==> src/rtl/lsu_pkg.sv <==
// Shared definitions for the load/store unit: RV32I width codes, FSM states
// and the alignment rule used at command accept.
package lsu_pkg;

  localparam logic [2:0] F3_B  = 3'b000;
  localparam logic [2:0] F3_H  = 3'b001;
  localparam logic [2:0] F3_W  = 3'b010;
  localparam logic [2:0] F3_BU = 3'b100;
  localparam logic [2:0] F3_HU = 3'b101;

  typedef enum logic [1:0] {
    IDLE,
    REQ,
    DONE
  } lsu_state_e;

  // Undefined width codes fall into the default branch and align as words.
  function automatic logic is_misaligned(input logic [2:0] funct3, input logic [1:0] addr_lo);
    logic mis;
    case (funct3)
      F3_B, F3_BU: mis = 1'b0;
      F3_H, F3_HU: mis = addr_lo[0];
      default:     mis = (addr_lo != 2'b00);
    endcase
    return mis;
  endfunction

endpackage

==> src/rtl/lsu_load_align.sv <==
// Selects the addressed byte/halfword from a read word and sign- or
// zero-extends it to 32 bits.
module lsu_load_align
  import lsu_pkg::*;
(
  input  logic [31:0] rdata,
  input  logic [1:0]  addr_lo,
  input  logic [2:0]  funct3,
  output logic [31:0] ld_data
);

  logic [7:0]  byte_sel;
  logic [15:0] half_sel;

  always_comb begin
    byte_sel = 8'(rdata >> {addr_lo, 3'b000});
    half_sel = addr_lo[1] ? rdata[31:16] : rdata[15:0];
    case (funct3)
      F3_B:    ld_data = {{24{byte_sel[7]}}, byte_sel};
      F3_BU:   ld_data = {24'h000000, byte_sel};
      F3_H:    ld_data = {{16{half_sel[15]}}, half_sel};
      F3_HU:   ld_data = {16'h0000, half_sel};
      default: ld_data = rdata;
    endcase
  end

endmodule

==> src/rtl/lsu_ctrl.sv <==
// EX->MEM load/store controller: single-outstanding req/ack memory port with
// byte-lane steering, load extension, misalignment and timeout reporting.
//
// state | meaning
// IDLE  | ready for a command
// REQ   | request on the memory port, waiting for ack or timeout
// DONE  | one-cycle completion, result flags valid
module lsu_ctrl
  import lsu_pkg::*;
#(
  parameter int N        = 32,
  parameter int MAX_WAIT = 16
) (
  input  logic         i_clk,
  input  logic         i_rst,
  input  logic         i_valid,
  output logic         o_ready,
  input  logic         i_is_store,
  input  logic [2:0]   i_funct3,
  input  logic [N-1:0] i_addr,
  input  logic [N-1:0] i_wdata,
  output logic         o_mem_req,
  output logic         o_mem_we,
  output logic [N-1:0] o_mem_addr,
  output logic [N-1:0] o_mem_wdata,
  output logic [3:0]   o_mem_be,
  input  logic         i_mem_ack,
  input  logic [N-1:0] i_mem_rdata,
  output logic         o_done,
  output logic [N-1:0] o_ld_data,
  output logic         o_misaligned,
  output logic         o_bus_err
);

  localparam logic [7:0] WAIT_LAST = 8'(MAX_WAIT - 1);

  lsu_state_e state, state_nxt;

  logic         cmd_store;
  logic [2:0]   cmd_f3;
  logic [N-1:0] cmd_addr;
  logic [N-1:0] cmd_wdata;
  logic [7:0]   wait_cnt;
  logic [N-1:0] ld_q;
  logic         mis_q;
  logic         err_q;

  logic         accept;
  logic         mis_in;
  logic         timeout;
  logic [N-1:0] ld_ext;
  logic [3:0]   be_lane;
  logic [N-1:0] wdata_lane;

  assign accept  = i_valid && (state == IDLE);
  assign mis_in  = is_misaligned(i_funct3, i_addr[1:0]);
  assign timeout = (wait_cnt == WAIT_LAST);

  always_comb begin
    state_nxt = state;
    case (state)
      IDLE: if (accept) state_nxt = mis_in ? DONE : REQ;
      REQ:  if (i_mem_ack || timeout) state_nxt = DONE;
      DONE: state_nxt = IDLE;
      default: state_nxt = IDLE;
    endcase
  end

  always_ff @(posedge i_clk or posedge i_rst) begin
    if (i_rst) begin
      state <= IDLE;
    end else begin
      state <= state_nxt;
    end
  end

  always_ff @(posedge i_clk or posedge i_rst) begin
    if (i_rst) begin
      cmd_store <= 1'b0;
      cmd_f3    <= 3'b000;
      cmd_addr  <= '0;
      cmd_wdata <= '0;
    end else if (accept) begin
      cmd_store <= i_is_store;
      cmd_f3    <= i_funct3;
      cmd_addr  <= i_addr;
      cmd_wdata <= i_wdata;
    end
  end

  // Counts unacknowledged REQ cycles; reaching WAIT_LAST means MAX_WAIT cycles elapsed.
  always_ff @(posedge i_clk or posedge i_rst) begin
    if (i_rst) begin
      wait_cnt <= 8'd0;
    end else if ((state == REQ) && !i_mem_ack) begin
      wait_cnt <= wait_cnt + 8'd1;
    end else begin
      wait_cnt <= 8'd0;
    end
  end

  lsu_load_align u_load_align (
    .rdata   (i_mem_rdata),
    .addr_lo (cmd_addr[1:0]),
    .funct3  (cmd_f3),
    .ld_data (ld_ext)
  );

  // Result flags are computed on entry to DONE; the load value then holds until the next completion.
  always_ff @(posedge i_clk or posedge i_rst) begin
    if (i_rst) begin
      ld_q  <= '0;
      mis_q <= 1'b0;
      err_q <= 1'b0;
    end else begin
      mis_q <= (state == IDLE) && (state_nxt == DONE);
      err_q <= (state == REQ) && !i_mem_ack && timeout;
      if ((state != DONE) && (state_nxt == DONE)) begin
        ld_q <= ((state == REQ) && i_mem_ack && !cmd_store) ? ld_ext : '0;
      end
    end
  end

  always_comb begin
    case (cmd_f3)
      F3_B, F3_BU: begin
        be_lane    = 4'b0001 << cmd_addr[1:0];
        wdata_lane = {4{cmd_wdata[7:0]}};
      end
      F3_H, F3_HU: begin
        be_lane    = 4'b0011 << cmd_addr[1:0];
        wdata_lane = {2{cmd_wdata[15:0]}};
      end
      default: begin
        be_lane    = 4'b1111;
        wdata_lane = cmd_wdata;
      end
    endcase
  end

  assign o_ready      = (state == IDLE);
  assign o_mem_req    = (state == REQ);
  assign o_mem_we     = o_mem_req && cmd_store;
  assign o_mem_addr   = o_mem_req ? {cmd_addr[N-1:2], 2'b00} : '0;
  assign o_mem_wdata  = o_mem_req ? wdata_lane : '0;
  assign o_mem_be     = o_mem_req ? be_lane : 4'b0000;
  assign o_done       = (state == DONE);
  assign o_ld_data    = ld_q;
  assign o_misaligned = mis_q;
  assign o_bus_err    = err_q;

endmodule

==> config.mk <==
export PLATFORM = sky130hd
export DESIGN_NAME = lsu_ctrl
export DESIGN_NICKNAME = d
export VERILOG_FILES = /design/src/rtl/lsu_pkg.sv /design/src/rtl/lsu_load_align.sv /design/src/rtl/lsu_ctrl.sv
export SDC_FILE = /design/constraint.sdc
export NUM_CORES = 1
export LEC_CHECK = 0
export CAP_MARGIN = 20
export CORE_ASPECT_RATIO = 1.5
export CORE_UTILIZATION = 30
export DETAILED_ROUTE_END_ITERATION = 8
export MAX_ROUTING_LAYER = met4
export PLACE_DENSITY = 0.56
export SYNTH_ARGS = -nofsm -noshare
export SYNTH_HDL_FRONTEND = slang
export SYNTH_SLANG_ARGS = --single-unit
==> constraint.sdc <==
create_clock -name i_clk -period 4.95 [get_ports i_clk]
set_input_delay 0.99 -clock i_clk [delete_from_list [all_inputs] [get_ports i_clk]]
set_output_delay 0.99 -clock i_clk [all_outputs]
set_load 0.005 [all_outputs]
==> results.toml, run 1 <==
[status]
status = "finished, violations left"
violations = "design-rule violations"

[power]
p_clk_share_pct = 16.7
power_leakage_nw = 3.257
power.total_mw = 4.522
ir_worst_vdd_mv = 0.2729
p_per_area_nw_per_um2 = 560.9
p_comb_share_pct = 47.4
pwr-share-seq_pct = 35.8
p_int_mw = 2.911
sw_frac_of_total_pct = 35.63
net-switching-power_mw = 1.611

[yosys]
synthArstFlopShare_pct = 100.0
syn_area_um2 = 5478
synthDominantCellAreaShare_pct = 51.16
yosys_register_bits = 112
syn_inst = 499
synth_seq_area_share_pct = 51.16
synthFlopType = "dfrtp_1"
synth-edff-count = 0
yosys.area.top_type = "dfrtp_1"
yosysUniqueCellTypes = 41
yosysWarnings = 0
ys_top_cells_by_area = "dfrtp_1 (51%), mux2_2 (15%), o2bb2ai_1 (4.8%)"
syn_avg_cell_area_um2 = 10.98

[clocking]
cts.htree.levels = 3
cts.path.max_buffers = 2
clk_pin_slew_worst_paths_ns = 0.08
cts_tree = "done"
clock_latency_ns = 0.35
numCtsBuffers = 9
cts_root_buf = "clkbuf_16"
cts_num_sinks = 112
cts.repair.resized = 0
hold_buffers = 0
postCtsSetupRepairBufs = 0

[timing]
drv_slew = 0
fin_worst_skew_ns = 0.008380
hold_violations = 0
max_slew_margin_pct = 36.15
fin_crit_sh_pct = 74.03
post-route-min-period_ns = 3.664
whs_ns = 0.4650
fin_setup_tns_ns = 0
rsz0062_at_grt = "no"
worst_pin_slew_ns = 0.9578
finalSetupViolations = 0
max_freq_ghz = 0.2729

[routing]
vias = 4587
first_iter_violations = 190
wl_per_cell_um = 18.47
first_pass_iters = 6
drc_errors = 13
ant_nets = 0
routed_via_density = 5.013
finalWirelength_mm = 16.90

[cells_and_area]
syn_to_final_growth_pct = 47.17
filler_cell_count = 1721
stdcell_area_um2 = 8061
diodes = 0
nets = 798
drive_gt1_share_pct = 15.47
seq_area_um2 = 2804
multi_input_area_um2 = 2497

[critical_path]
slowest_stage = "inv_1"
worstPathArrival_ns = 2.67
r2r-end = "state[0]"
cp.depth = 5
path_cells = "nand2b_1 > buf_4 > inv_1 > and2_1 > clkdlybuf4s50_1"
cp.required_ns = 3.96
worstRegToRegCells = 5
cp-start-kind = "register"
r2r_start = "state[1]"
critPathLaunch = "state[1]"
cp_max_fo = 41
path_buf_inv = 3
worst-setup-path-type = "register to output pin"
endpoint = "o_mem_addr[28]"
worst_path_dominant_cell_family = "buffers and inverters"
slowest_delay_ns = 0.73
rrSetupSlack_ns = 2.61
cp-end-kind = "output pin"

[run]
maxCapViolations = 0

[global_routing]
grt_pass1_vias = 4910
grt_overflow = 0
grt_max_degree = 75
grt_use_total_pct = 18.82
grt_pass1_wl_mm = 26.70
antenna_found_initial = 0

[floorplan]
std_cell_rows = 60
die_x_um = 112.3
die_h_um = 167.5
dieArea_um2 = 18810
coreArea_um2 = 17940
start_util_pct = 30.53
num_io_pins = 210

[hold_path]
worstHoldPathType = "register to register"

[place]
numPortBuffers = 207
hpwl_mm = 12.19
gp_congestion = 0.8080
dpl_cell_area_um2 = 7737
-- cells in the final DEF, fill, tap and decap left out, drive strengths merged, types with 10 or more instances in the layout --
cell type / instances
buf: 10
mux2: 71
a21oi: 43
clkdlybuf4s50: 207
mux2i: 19
dfrtp: 112
nor2: 52
nand2: 27
and2: 39
o2bb2ai: 30
o21ai: 17
-- flip-flops by register name, indices dropped and copies added (netlist names) --
| register | count |
|---|---|
| cmd_addr | 32 |
| cmd_wdata | 32 |
| o_ld_data | 32 |
| wait_cnt | 8 |
| cmd_f3 | 3 |
| state | 2 |
| cmd_store | 1 |
| o_bus_err | 1 |
| o_misaligned | 1 |
-- metrics by stage --
stage	util [%]	std cells	worst slack [ns]
finish	44.93	915	1.286
global placement	43.12	897	1.650
floorplan	-	500	1.001
global route	44.93	915	1.064
CTS	44.83	913	1.158
detailed placement	43.12	897	1.552
-- logic make-up (layout without fill, tap and decap cells) --
group,after synthesis,in the layout,synth area share (%)
AND/OR/NAND/NOR,139,139,12.47
flip-flops,112,112,51.16
AO/OA/AOI/OAI,105,105,12.81
multiplexers,92,92,18.89
buffers and inverters,43,241,3.403
XOR/XNOR,6,6,0.9595
adder cells (fa/ha/maj),1,1,0.2284
other,1,2,0.06846
-- Yosys cell counts (6+ instances only) --
cell type	instances
nand2_1	27
mux2i_1	19
mux2_2	71
a21oi_1	43
o21ai_0	16
and2_1	39
o2bb2ai_1	30
clkbuf_1	15
o221ai_1	6
nor2_1	51
buf_2	14
inv_1	7
dfrtp_1	112
-- power groups by stage --
stage / logic [mW] / registers [mW] / clock network, mW
3_3_place_gp: 2.12 / 1.63 / 0
5_1_grt: 2.34 / 1.69 / 0.810
6_report: 2.14 / 1.62 / 0.757
2_1_floorplan: 1.26 / 1.52 / 0
4_1_cts: 2.17 / 1.63 / 0.786
3_5_place_dp: 2.16 / 1.64 / 0
-- final cells by class --
cell class / count / share of cell area [%]
Sequential cell: 112 / 34.78
Multi-Input combinational cell: 345 / 30.98
Timing Repair Buffer: 217 / 26.68
Tap cell: 217 / 3.368
Clock buffer: 9 / 2.794
Clock inverter: 7 / 0.9933
Inverter: 8 / 0.4035
-- worst register-to-register path, stage by stage (launching register included) --
cell and delay, ns:
dfrtp_1 0.41, nand2b_1 0.15, buf_4 0.24, inv_1 0.75, nand2b_1 0.43, o21ai_0 0.27
-- how the worst min path moves through the flow --
stage                      from  depth (start not counted)          end  slack (ns)
floorplan           wait_cnt[0]                          1  wait_cnt[0]        0.43
global placement    wait_cnt[0]                          1  wait_cnt[0]        0.44
detailed placement  wait_cnt[0]                          1  wait_cnt[0]        0.46
CTS                 wait_cnt[0]                          1  wait_cnt[0]        0.47
global route        wait_cnt[0]                          1  wait_cnt[0]        0.49
finish              wait_cnt[0]                          1  wait_cnt[0]        0.47
-- layer usage --
metal / wire, um / track usage (%)
met5: 0 / -
met4: 283 / 5.449
met3: 712 / 2.533
met2: 9298 / 34.27
met1: 6605 / 21.34
No activity file was read; power rests on OpenSTA's default activity.
==> inputs of run 2 (changes only) <==
--- a/config.mk
+++ b/config.mk
@@ -10,7 +10,7 @@
 export CORE_UTILIZATION = 30
 export DETAILED_ROUTE_END_ITERATION = 8
 export MAX_ROUTING_LAYER = met4
-export PLACE_DENSITY = 0.56
+export PLACE_DENSITY = 0.59
 export SYNTH_ARGS = -nofsm -noshare
 export SYNTH_HDL_FRONTEND = slang
 export SYNTH_SLANG_ARGS = --single-unit
==> constraint.sdc (replaced) <==
create_clock -name i_clk -period 3.25 [get_ports i_clk]
set_input_delay 0.65 -clock i_clk [delete_from_list [all_inputs] [get_ports i_clk]]
set_output_delay 0.65 -clock i_clk [all_outputs]
set_load 0.005 [all_outputs]
==> results.toml, run 2 (synthesis gave the netlist of run 1 again) <==
[timing]
fin_worst_skew_ns = 0.01124
rsz0062_at_grt = "no"
max_slew_margin_pct = 53.56
hold_violations = 0
fin_crit_sh_pct = 93.41
finalSetupViolations = 0
drv_slew = 0
max_freq_ghz = 0.3294
worst_pin_slew_ns = 0.6965
post-route-min-period_ns = 3.036
fin_setup_tns_ns = 0

[cells_and_area]
drive_gt1_share_pct = 15.57
final_common_cell = "clkdlybuf4s50_1"
final_cell_mix = "clkdlybuf4s50_1 (207), dfrtp_1 (111), mux2_2 (71)"
diodes = 0
multi_input_area_um2 = 2497
syn_to_final_growth_pct = 47.62
seq_area_um2 = 2804
stdcell_area_um2 = 8087
filler_cell_count = 1710
nets = 800
fin_util_pct = 45.07
layoutNonFillerInstCount = 917

[clocking]
cts.repair.resized = 0
hold_buffers = 0
cts.path.max_buffers = 2
numCtsBuffers = 9
cts_root_buf = "clkbuf_16"
clock_latency_ns = 0.34
cts_tree = "done"
clk_pin_slew_worst_paths_ns = 0.07
cts.htree.levels = 3
postCtsSetupRepairBufs = 0
cts_num_sinks = 112

[hold_path]
worstHoldPathType = "register to register"

[routing]
wl_per_cell_um = 18.24
ant_nets = 0
first_iter_violations = 183
routed_via_density = 5.033
drc_errors = 11
first_pass_iters = 7
vias = 4615
finalWirelength_mm = 16.73

[global_routing]
grt_max_degree = 113
grt_pass1_vias = 4834
grt_use_total_pct = 18.37
antenna_found_initial = 0
grt_overflow = 0
grt_pass1_wl_mm = 26.10

[status]
violations = "design-rule violations"
status = "finished, violations left"

[floorplan]
dieArea_um2 = 18810
start_util_pct = 30.53
die_h_um = 167.5
die_x_um = 112.3
num_io_pins = 210
coreArea_um2 = 17940
std_cell_rows = 60

[power]
p_per_area_nw_per_um2 = 849.6
ir_worst_vdd_mv = 0.3021
power_leakage_nw = 3.260

[critical_path]
worstPathArrival_ns = 2.39
worst-setup-path-type = "register to output pin"
cp_max_fo = 12
cp-start-kind = "register"
cp-end-kind = "output pin"
cp.required_ns = 2.60

[place]
dpl_cell_area_um2 = 7799
numPortBuffers = 207
dp_cells = 900
hpwl_mm = 11.89
gp_congestion = 0.8449

[run]
maxCapViolations = 0
-- run 2: per-layer routing --
| layer | GRT usage [%] | routed length (um) | up-vias |
|---|---|---|---|
| met5 | - | 0 | - |
| met4 | 6.783 | 478 | 0 |
| met3 | 4.017 | 1003 | 23 |
| met2 | 31.11 | 8430 | 177 |
| met1 | 21.25 | 6815 | 2270 |
| li1 | - | - | 2145 |
-- run 2: stage by stage --
step / hold WS, ns / worst slack, ns / power [mW]
CTS: 0.4541 / 0.1888 / 6.943
finish: 0.4498 / 0.2140 / 6.870
detailed placement: 0.4447 / 0.5908 / 5.845
floorplan: 0.4251 / 1.217 / 4.244
global route: 0.4725 / 0.05233 / 7.334
global placement: 0.4358 / 0.6675 / 5.778
-- run 2: area by class of cell --
type                    instances  area share (%)
flip-flops and latches        112           34.67
inverters                       8          0.4178
clock buffers                  10           2.832
multi-input cells             345           30.88
well taps                     217           3.358
clock inverters                 6          0.6344
repair buffers                219           27.20
-- run 2: where the power goes --
group / leakage, nW / internal, mW / switching (mW)
combinational: 1.72 / 1.86 / 1.44
sequential: 1.40 / 2.01 / 0.503
clock: 0.139 / 0.534 / 0.529
-- run 2: final timing paths --
kind	start	to	slack, ns	depth (start not counted)
setup / recovery	cmd_f3[0]	o_mem_wdata[9]	0.21	5
hold / removal	wait_cnt[0]	wait_cnt[0]	0.45	1
setup reg to reg	cmd_addr[1]	o_ld_data[17]	1.09	5
hold reg to reg	wait_cnt[0]	wait_cnt[0]	0.45	1
max in group asynchronous	i_rst	wait_cnt[0]	1.90	3
min in group asynchronous	i_rst	o_ld_data[2]	0.77	3
-- run 2: worst max-delay path, cell delays in order, from the launching register on --
cell and delay (ns):
dfrtp_1 0.66, inv_1 0.18, nand2_1 0.40, nand2_1 0.12, a21oi_1 0.18, clkdlybuf4s50_1 0.52
==> inputs of run 3 (changes only) <==
--- a/config.mk
+++ b/config.mk
@@ -11,6 +11,7 @@
 export DETAILED_ROUTE_END_ITERATION = 8
 export MAX_ROUTING_LAYER = met4
 export PLACE_DENSITY = 0.59
+export SLEW_MARGIN = 0
 export SYNTH_ARGS = -nofsm -noshare
 export SYNTH_HDL_FRONTEND = slang
 export SYNTH_SLANG_ARGS = --single-unit
==> results of run 3 <==
Same layout as run 2: the final DEF is identical, and so are final timing and power.
